`src/rtl/ldm_stm_seq.sv`:
```
// ldm_stm_seq: LDM/STM block-transfer sequencer. Takes over the memory and
// register-file ports, issues one word access per listed register in
// ascending register order, then the optional base writeback, and holds the
// pipeline for the whole run.
module ldm_stm_seq (
  input  logic        i_clk,
  input  logic        i_rst_n,
  input  logic        i_start,
  input  logic [15:0] i_reg_list,
  input  logic [3:0]  i_rn_code,
  input  logic [31:0] i_base,
  input  logic        i_p,
  input  logic        i_u,
  input  logic        i_w,
  input  logic        i_l,
  output logic        o_mem_req,
  output logic        o_mem_we,
  output logic [31:0] o_mem_addr,
  output logic [31:0] o_mem_wdata,
  input  logic        i_mem_ack,
  input  logic [31:0] i_mem_rdata,
  output logic [3:0]  o_rf_raddr,
  input  logic [31:0] i_rf_rdata,
  output logic        o_rf_we,
  output logic [3:0]  o_rf_waddr,
  output logic [31:0] o_rf_wdata,
  output logic        o_ldm_hold,
  output logic        o_done
);

  typedef enum logic [1:0] {IDLE, XFER, WB, DONE} state_t;

  state_t      state_q, state_d;
  logic [15:0] mask_q, mask_d;
  logic [31:0] addr_q, addr_d;
  logic [31:0] wb_val_q, wb_val_d;
  logic [3:0]  rn_q, rn_d;
  logic        l_q, l_d;
  logic        wb_en_q, wb_en_d;

  logic [4:0]  reg_cnt;
  logic [6:0]  offset;
  logic [31:0] offset_w;
  logic [31:0] start_addr;
  logic [3:0]  cur_reg;
  logic [15:0] mask_rest;
  logic        last_xfer;

  // Number of listed registers; the byte span 4n needs 7 bits (max 64)
  always_comb begin
    reg_cnt = 5'd0;
    for (int k = 0; k < 16; k++) begin
      reg_cnt = reg_cnt + {4'd0, i_reg_list[k]};
    end
  end

  assign offset   = {reg_cnt, 2'b00};
  assign offset_w = {25'd0, offset};

  // First access address for the four addressing modes (IA/IB/DA/DB)
  always_comb begin
    case ({i_p, i_u})
      2'b01:   start_addr = i_base;
      2'b11:   start_addr = i_base + 32'd4;
      2'b00:   start_addr = i_base - offset_w + 32'd4;
      default: start_addr = i_base - offset_w;
    endcase
  end

  // Current register is the lowest set bit still pending in the mask
  always_comb begin
    cur_reg = 4'd0;
    for (int k = 15; k >= 0; k--) begin
      if (mask_q[k]) cur_reg = k[3:0];
    end
  end

  // Clearing the lowest set bit tells us whether this access is the last one
  assign mask_rest = mask_q & (mask_q - 16'd1);
  assign last_xfer = (mask_rest == 16'd0);

  // State and datapath registers with synchronous active-low reset
  always_ff @(posedge i_clk) begin
    if (!i_rst_n) begin
      state_q  <= IDLE;
      mask_q   <= 16'd0;
      addr_q   <= 32'd0;
      wb_val_q <= 32'd0;
      rn_q     <= 4'd0;
      l_q      <= 1'b0;
      wb_en_q  <= 1'b0;
    end else begin
      state_q  <= state_d;
      mask_q   <= mask_d;
      addr_q   <= addr_d;
      wb_val_q <= wb_val_d;
      rn_q     <= rn_d;
      l_q      <= l_d;
      wb_en_q  <= wb_en_d;
    end
  end

  // Next-state logic; start is only looked at while idle
  always_comb begin
    state_d = state_q;
    case (state_q)
      IDLE: if (i_start) state_d = (reg_cnt != 5'd0) ? XFER : DONE;
      XFER: if (i_mem_ack && last_xfer) state_d = wb_en_q ? WB : DONE;
      WB:   state_d = DONE;
      DONE: state_d = IDLE;
      default: state_d = IDLE;
    endcase
  end

  // Datapath next values: latch the operation on start, advance on each ack
  always_comb begin
    mask_d   = mask_q;
    addr_d   = addr_q;
    wb_val_d = wb_val_q;
    rn_d     = rn_q;
    l_d      = l_q;
    wb_en_d  = wb_en_q;
    if (state_q == IDLE && i_start) begin
      mask_d   = i_reg_list;
      addr_d   = start_addr;
      wb_val_d = i_u ? (i_base + offset_w) : (i_base - offset_w);
      rn_d     = i_rn_code;
      l_d      = i_l;
      // A load that includes the base wins over the writeback
      wb_en_d  = i_w & ~(i_l & i_reg_list[i_rn_code]);
    end else if (state_q == XFER && i_mem_ack) begin
      mask_d = mask_rest;
      addr_d = addr_q + 32'd4;
    end
  end

  // Store data is the register file read port, passed straight through
  assign o_mem_wdata = i_rf_rdata;

  // Output decode: memory access in XFER, RF writes on load acks and in WB
  always_comb begin
    o_mem_req  = 1'b0;
    o_mem_we   = 1'b0;
    o_mem_addr = 32'd0;
    o_rf_raddr = 4'd0;
    o_rf_we    = 1'b0;
    o_rf_waddr = 4'd0;
    o_rf_wdata = 32'd0;
    o_done     = 1'b0;
    o_ldm_hold = 1'b0;
    case (state_q)
      IDLE: o_ldm_hold = i_start;
      XFER: begin
        o_ldm_hold = 1'b1;
        o_mem_req  = 1'b1;
        o_mem_we   = ~l_q;
        o_mem_addr = addr_q;
        o_rf_raddr = cur_reg;
        if (l_q && i_mem_ack) begin
          o_rf_we    = 1'b1;
          o_rf_waddr = cur_reg;
          o_rf_wdata = i_mem_rdata;
        end
      end
      WB: begin
        o_ldm_hold = 1'b1;
        o_rf_we    = 1'b1;
        o_rf_waddr = rn_q;
        o_rf_wdata = wb_val_q;
      end
      DONE: o_done = 1'b1;
      default: ;
    endcase
  end

endmodule

```
`config.mk`:
```
export PLATFORM = sky130hd
export DESIGN_NAME = ldm_stm_seq
export DESIGN_NICKNAME = d
export VERILOG_FILES = /design/src/rtl/ldm_stm_seq.sv
export SDC_FILE = /design/constraint.sdc
export NUM_CORES = 1
export LEC_CHECK = 0
export ABC_CLOCK_PERIOD_IN_PS = 12900
export BUFFER_PORTS_ARGS = -buffer_cell sky130_fd_sc_hd__buf_2
export CORE_MARGIN = 1.5
export CORE_UTILIZATION = 33
export CTS_CLUSTER_SIZE = 20
export DETAILED_ROUTE_END_ITERATION = 8
export GPL_TIMING_DRIVEN = 0
export PLACE_DENSITY_LB_ADDON = 0.05
export SYNTH_ARGS = -nofsm -noshare
export SYNTH_HDL_FRONTEND = slang
export SYNTH_SLANG_ARGS = --single-unit
```
`constraint.sdc`:
```
create_clock -name i_clk -period 12.9 [get_ports i_clk]
set_clock_uncertainty 0.05 [all_clocks]
set_input_delay 0.645 -clock i_clk [delete_from_list [all_inputs] [get_ports i_clk]]
set_output_delay 0.645 -clock i_clk [all_outputs]
set_load 0.005 [all_outputs]
```
Word-level counts from Yosys, hierarchy flattened. Index checks and enable logic that the tools add are counted.

Register bits: 88. Bits in latches: 0. Memory bits (writable): 0. ROM bits: 0. Input port bits: 124. Output and inout port bits: 109. Word-level logic and storage cells: 93. Memories: 0.

Add/subtract/negate cells: 21. Multiply operators: 0. Divide/modulo/power cells: 0. Order comparisons: 1. Equality and inequality tests: 7. Shift operators: 0. Multiplexer cells: 41. Bitwise operators: 5. Reduce and logical (&&, ||, !) cells: 11.

Operators by type and width (number): 32-bit 2-to-1 mux (5); 32-bit by 3-bit adder with 32-bit output (second input constant) (3); 32-bit one-hot mux with 3 select lines (1); 4-bit 2-to-1 mux (18); 32-bit one-hot mux with 2 select lines (1); 5-bit by 1-bit adder with 5-bit output (11); 32-bit by 7-bit adder with 32-bit output (1); 16-bit 2-to-1 mux (2); 32-bit by 7-bit subtractor with 32-bit output (1); 16-bit AND (1); 16-bit zero test (1); 16-bit by 1-bit subtractor with 16-bit output (second input constant) (1); 2-bit one-hot mux with 4 select lines (1); 4-bit one-hot mux with 2 select lines (1); 2-bit == test (second input constant) (3); 1-bit 2-to-1 mux (6); 2-bit 2-to-1 mux (3); 4-bit by 1-bit adder with 5-bit output (1); 4-bit by 5-bit < comparator with 1-bit output (second input constant) (1); 5-bit nonzero test (1); 3-bit by 1-bit adder with 4-bit output (1); 1-bit binary-select mux with 4-bit select (1); 2-bit by 1-bit == test with 1-bit output (second input constant) (2); 1-bit logical AND (4); 10 further kinds (15).

Depth between registers and ports, before layout. Gate-level depths: netlist (run 1).

Word-level depth: 19. Depth in mapped cells: 26. Mapped depth without buffers: 24.

Worst setup path after synthesis (run 1). No wires, ideal clock.

Path kind: input to register. From: in i_reg_list[5]. To: reg addr_q[27]. Setup time: 0.117 ns. Arrival time: 6.425 ns. Data required time: 12.733 ns. Path slack: 6.307 ns. Stages on the path: 24. Path buffers: 1. Cells stage by stage: inv_1 fa_1 inv_1 fa_1 fa_1 inv_1 fa_1 inv_1 ha_1 inv_1 fa_1 xor2_1 inv_1 ha_1 nor2b_1 a2111oi_2 buf_2 nor3_1 xnor2_1 nor4_4 nand4_2 nor4_1 xnor2_1 a32o_1.

Cells in the longest elaborated chain, start to end: 15.

Ends and longest elaborated chain: start, declared (line 9) `input logic [15:0] i_reg_list,`; 5-bit by 1-bit adder with 5-bit output (*) (11 in a row) (line 53) `reg_cnt = reg_cnt + {4'd0, i_reg_list[k]};`; 32-bit by 7-bit subtractor with 32-bit output (*) (line 65, 66); 32-bit by 3-bit adder with 32-bit output (line 65) `2'b00: start_addr = i_base - offset_w + 32'd4;`; 32-bit one-hot mux with 3 select lines (*) (line 62) `case ({i_p, i_u})`; 32-bit 2-to-1 mux (*) (line 123) `if (state_q == IDLE && i_start) begin`; end signal, assigned (line 95) `addr_q <= addr_d;`; end, declared (line 35) `logic [31:0] addr_q, addr_d;`.

Mark *: on every way between the ends. The rest lies on a longest branch, timed or not. A chain may end at the register's enable or synchronous reset.

Worst setup path in the final report (run 1).
From: in i_reg_list[5]. To: reg addr_q[24].

Same word-level chain as after synthesis.

==> metrics, run 1 <==
DIE WIDTH 171.5 um; Lkg Pwr 0.004405 uW; clock latency on the worst-skew pair 0.37 ns; Fill cells 3076; die area 29400 um^2; Power Density 155.5 nW/um^2; Crit-path slowest cell a2111oi_2; Row Count 61; CTS tree built; most used cell along the critical path inv_1; crit-path max FO 10; DRC viols 0; DRT iter0 DRCs 875; Final min period 7.690 ns; post-CTS setup buffer count 0; CTS Buf Count 9; CTS Buffer Depth 2; Wirelength per Cell 21.59 um; max cap viols 0; largest net degree at the start of global routing 17; Clock Pin Slew Worst Setup and Hold Paths 0.07 ns; detailed-route via count 10657; Final WS setup 5.210 ns; H-tree depth 3; port bufs 188; top_reg_cell synth dfxtp_1; most frequent cells in the layout 196 x buf_2, 148 x nand2_1, 112 x nor2_1, 88 x dfxtp_1, 81 x clkbuf_1; CP peak stage delay 0.97 ns; Startpoint Class input pin; Post-Syn Nets 1478; Worst-Margin Slew 1.386 ns; pre-CTS setup slack 5.029 ns; Post-layout nets 1677; fmax 130.0 MHz; clk sinks 88; num ports 233; Avg Vias per Cell 5.618; Synth async-reset ratio 0; P&R area growth vs syn 18.05%; core area 27860 um^2; final WL 40.96 mm; hpwl dp 32.93 mm; die height 171.5 um; Setup crit end kind flip-flop; period utilization 0.5961; Congestion Overflow GR 0; GRT Util Overall 0.2786; Post-synth EDFFs 0; placed insts 1882; final std cells w/o fill 1897; mapped cell area 9366 um^2; # resized after CTS 0; hold_buf cts 0; CP Data Required Time 13.10 ns; Hold Fails Final Rpt 0; max-slew violations 0; Initial Util 0.3362; global-route wire length before repair 60.85 mm; gp weighted congestion 0.9549; CTS root buf clkbuf_16; worst vdd ir 0.07638 mV; relative max-transition margin 0.06729; vias in the first global route 9654; commonest non-fill, non-tap cell in the layout buf_2; setup total negative slack 0 ns; status finished clean; # diodes 0; Critical Path AT 7.89 ns; unrepaired setup endpoints after global routing no; synthesized instance count 1316; layout cells sized above 1 0.1764; Min Hold Slack 0.4163 ns; synth unique cells 79; DRT antenna net count 0; Synth Area per Inst 7.117 um^2; final setup vio count 0; initial antenna violation count 1; Util after Layout 0.3969; worst min-delay path category reg2reg; sequential area share after synthesis 0.1881; Syn. warnings 0; synthesized flop and latch total 88; Crit Path Class in2reg; 1st-pass router iterations 5
-- cells in the mapped netlist (24+ instances only) --
cell type	count	share of area
inv_1	57	0.023
a22oi_1	37	0.030
a21boi_0	30	0.024
a21oi_1	51	0.027
nand2_1	148	0.059
nor4_1	24	0.016
and2_1	57	0.038
nand3_1	50	0.027
xnor2_1	65	0.061
nor3_1	49	0.026
buf_4	34	0.027
o21ai_0	69	0.037
dfxtp_1	88	0.19
xor2_1	43	0.040
ha_1	26	0.035
clkbuf_1	81	0.032
nor2_1	112	0.045
-- cells by family after synthesis --
family                     synth area share
AOI/OAI and AO/OA                    0.2360
xor gates and xnor gates             0.1010
adders and majority gates           0.06465
buffers and inverters               0.09164
DFF                                  0.1881
muxes                               0.02177
and+or+nand+nor                      0.2968
-- per-stage QoR --
stage | total power (uW) | cell area, um^2
floorplan | 1077 | 9366
global placement | 1445 | 10780
detailed placement | 1445 | 10780
CTS | 1717 | 11060
global route | 1848 | 11060
finish | 1720 | 11060
-- metal layers --
layer  GRT usage  vias to the layer above  routed length (um)
met2      0.4517                      358               18730
met4     0.07780                        2                1007
met1      0.3839                     5189               19100
met3     0.03843                       47                2124
met5           0                        -                   9
li1            -                     5061                   -
-- path summary, 6_finish.rpt --
check | slack, ns | cells past startpoint | start | endpoint
worst max-delay path | 5.21 | 25 | i_reg_list[5] | addr_q[24]$_SDFFE_PN0P_
worst min-delay path | 0.42 | 2 | addr_q[1]$_SDFFE_PN0P_ | addr_q[1]$_SDFFE_PN0P_
worst max register to register | 9.55 | 10 | state_q[1]$_SDFFE_PN0P_ | addr_q[25]$_SDFFE_PN0P_
worst min register to register | 0.42 | 2 | addr_q[1]$_SDFFE_PN0P_ | addr_q[1]$_SDFFE_PN0P_
-- flip-flops by register name (all words and copies together), names as in the netlist --
register	flops
addr_q	32
wb_val_q	32
mask_q	16
rn_q	4
state_q	2
l_q	1
wb_en_q	1
-- final cells by class --
class / instances / area (um^2) / share of cell area
Sequential cell: 88 / 1762 / 0.1593
Multi-Input combinational cell: 1038 / 6746 / 0.6102
Timing Repair Buffer: 188 / 940.9 / 0.08510
Tap cell: 378 / 473.0 / 0.04277
Clock inverter: 6 / 51.30 / 0.004640
Buffer: 132 / 640.6 / 0.05794
Inverter: 58 / 217.7 / 0.01969
Clock buffer: 9 / 225.2 / 0.02037
-- where the power goes --
part           switching, uW  internal, uW
Clock                    135           133
Combinational            691           365
Sequential              62.4           334
Total                    888           832
-- critical path, delay by kind of cell --
family	cells	cell delay (ns)
AOI/OAI and AO/OA	4	1.86
xor gates and xnor gates	2	0.35
adders and majority gates	7	2.86
buffers and inverters	8	0.87
and+or+nand+nor	4	1.29
No activity file was read; power rests on OpenSTA's default activity.
==> inputs of run 2 (changes only) <==
- ABC_CLOCK_PERIOD_IN_PS: 12900 -> 7900
- clock period: 12.9 -> 7.9 ns (I/O delays scaled with it)
==> run 2 against run 1 <==
Sequential power increased by 63%. Routed wire length about the same. Die area unchanged. Combinational power increased by 62%. Critical path depth unchanged. Non-clock buffer count unchanged. First-iteration DRC count decreased by 1.3%. Critical endpoint unchanged. Largest cell class unchanged.
==> metrics, run 2 (synthesis results as in run 1) <==
Congestion Overflow GR 0 (unchanged); Hold Fails Final Rpt 0 (unchanged); Power Density 253.9 nW/um^2 (+63%); largest net degree at the start of global routing 17 (unchanged); final WL 40.99 mm (about the same); initial antenna violation count 1 (unchanged); P&R area growth vs syn 18.11% (about the same); Critical Path AT 7.68 ns (-0.21 ns); CP Data Required Time 8.10 ns (-5.00 ns); Placed Area 10780 um^2 (unchanged); DRT iter0 DRCs 864 (-1.3%); GRT Util Overall 0.2786 (unchanged); post-CTS setup buffer count 0 (unchanged); Final min period 7.475 ns; Fill cells 3076 (unchanged); die area 29400 um^2 (unchanged); CTS Buffer Depth 2 (unchanged); unrepaired setup endpoints after global routing no; gp weighted congestion 0.9549 (unchanged); Startpoint Class input pin; Wirelength per Cell 21.61 um (about the same); most frequent cells in the layout 196 x buf_2, 148 x nand2_1, 112 x nor2_1, 88 x dfxtp_1, 81 x clkbuf_1; DRC viols 0 (unchanged); # diodes 0 (unchanged); detailed-route via count 10650 (-0.066%); vias in the first global route 9654 (unchanged); status finished clean; CTS root buf clkbuf_16; clock latency on the worst-skew pair 0.37 ns (about the same); Post-layout nets 1677 (unchanged); clk sinks 88 (unchanged); CTS tree built; core area 27860 um^2 (unchanged); sequential standard cell area 1762 um^2 (unchanged); max cap viols 0 (unchanged); largest registers addr_q x32, wb_val_q x32, mask_q x16; Row Count 61 (unchanged); relative max-transition margin 0.07214 (+0.004851); port bufs 188 (unchanged); max-slew violations 0 (unchanged); final setup vio count 0 (unchanged); fmax 133.8 MHz; Setup crit end kind flip-flop; Crit Path Class in2reg; DIE WIDTH 171.5 um (unchanged); Clock Pin Slew Worst Setup and Hold Paths 0.08 ns (about the same); hold_buf cts 0 (unchanged); 1st-pass router iterations 5 (unchanged); final instance area 11060 um^2 (about the same); CTS Buf Count 9 (unchanged); H-tree depth 3 (unchanged); period utilization 0.9462; die height 171.5 um (unchanged); Avg Vias per Cell 5.614 (about the same); layout cells sized above 1 0.1771 (+0.0006583); Initial Util 0.3362 (unchanged); multi-input logic area 6753 um^2 (about the same); Worst-Margin Slew 1.379 ns (-0.007210 ns); hpwl dp 32.93 mm (unchanged); # resized after CTS 0 (unchanged); setup total negative slack 0 ns (unchanged); global-route wire length before repair 60.85 mm (unchanged); worst vdd ir 0.1250 mV (+64%); DRT antenna net count 0 (unchanged); commonest non-fill, non-tap cell in the layout buf_2; num ports 233 (unchanged); worst min-delay path category in2reg; crit-path max FO 10 (unchanged); Lkg Pwr 0.004405 uW (about the same)
run 2: worst max-delay path: stages:
cell,delay [ns]
buf_2,0.10
inv_1,0.06
fa_1,0.52
inv_1,0.05
fa_1,0.47
fa_1,0.52
inv_1,0.05
fa_1,0.43
inv_1,0.07
ha_1,0.15
inv_1,0.05
fa_1,0.39
xor2_1,0.22
inv_1,0.08
ha_1,0.38
nor2b_1,0.19
a2111oi_2,0.99
buf_2,0.41
or3_1,0.23
a32oi_1,0.12
o32ai_1,0.56
nand4_1,0.46
nor4_1,0.42
xnor2_1,0.13
a32o_1,0.24
run 2: routing by layer:
layer | track usage | vias up | wire length [um]
met5 | 0 | - | 9
met4 | 0.07780 | 2 | 1006
met3 | 0.03843 | 48 | 2060
met2 | 0.4517 | 352 | 18740
met1 | 0.3839 | 5192 | 19170
li1 | - | 5056 | -
run 2: per-stage QoR:
stage	setup slack (ns)	utilization	instances	power (uW)	hold slack [ns]
after floorplan	1.557	-	1316	1758	0.3888
after global placement	0.2050	0.3870	1882	2359	0.3991
after detailed placement	0.2792	0.3870	1882	2360	0.4085
after CTS	0.6299	0.3969	1897	2804	0.2430
after global routing	0.03281	0.3971	1897	3019	0.2544
final	0.4248	0.3971	1897	2809	0.2428
run 2: report_power, final:
group          total (uW)  leakage (uW)  internal (uW)  switching, uW
logic                1720       0.00355            595           1130
clock network         436      0.000133            217            220
registers             648      0.000724            546            102
run 2: worst paths after layout:
check | startpoint | depth (start not counted) | slack, ns | to
max | i_reg_list[5] | 25 | 0.42 | addr_q[24]$_SDFFE_PN0P_
min | i_w | 3 | 0.24 | wb_en_q$_SDFFE_PN0P_
max reg2reg | state_q[1]$_SDFFE_PN0P_ | 10 | 4.55 | addr_q[25]$_SDFFE_PN0P_
min reg2reg | addr_q[1]$_SDFFE_PN0P_ | 2 | 0.42 | addr_q[1]$_SDFFE_PN0P_
run 2: cell type report:
| cell class | instances | area share |
|---|---|---|
| buffer | 132 | 0.05791 |
| clock buffer | 9 | 0.02036 |
| clock inverter | 6 | 0.004637 |
| inverter | 58 | 0.01968 |
| multi-input combinational | 1038 | 0.6104 |
| sequential | 88 | 0.1592 |
| tap | 378 | 0.04275 |
| timing repair buffer | 188 | 0.08505 |
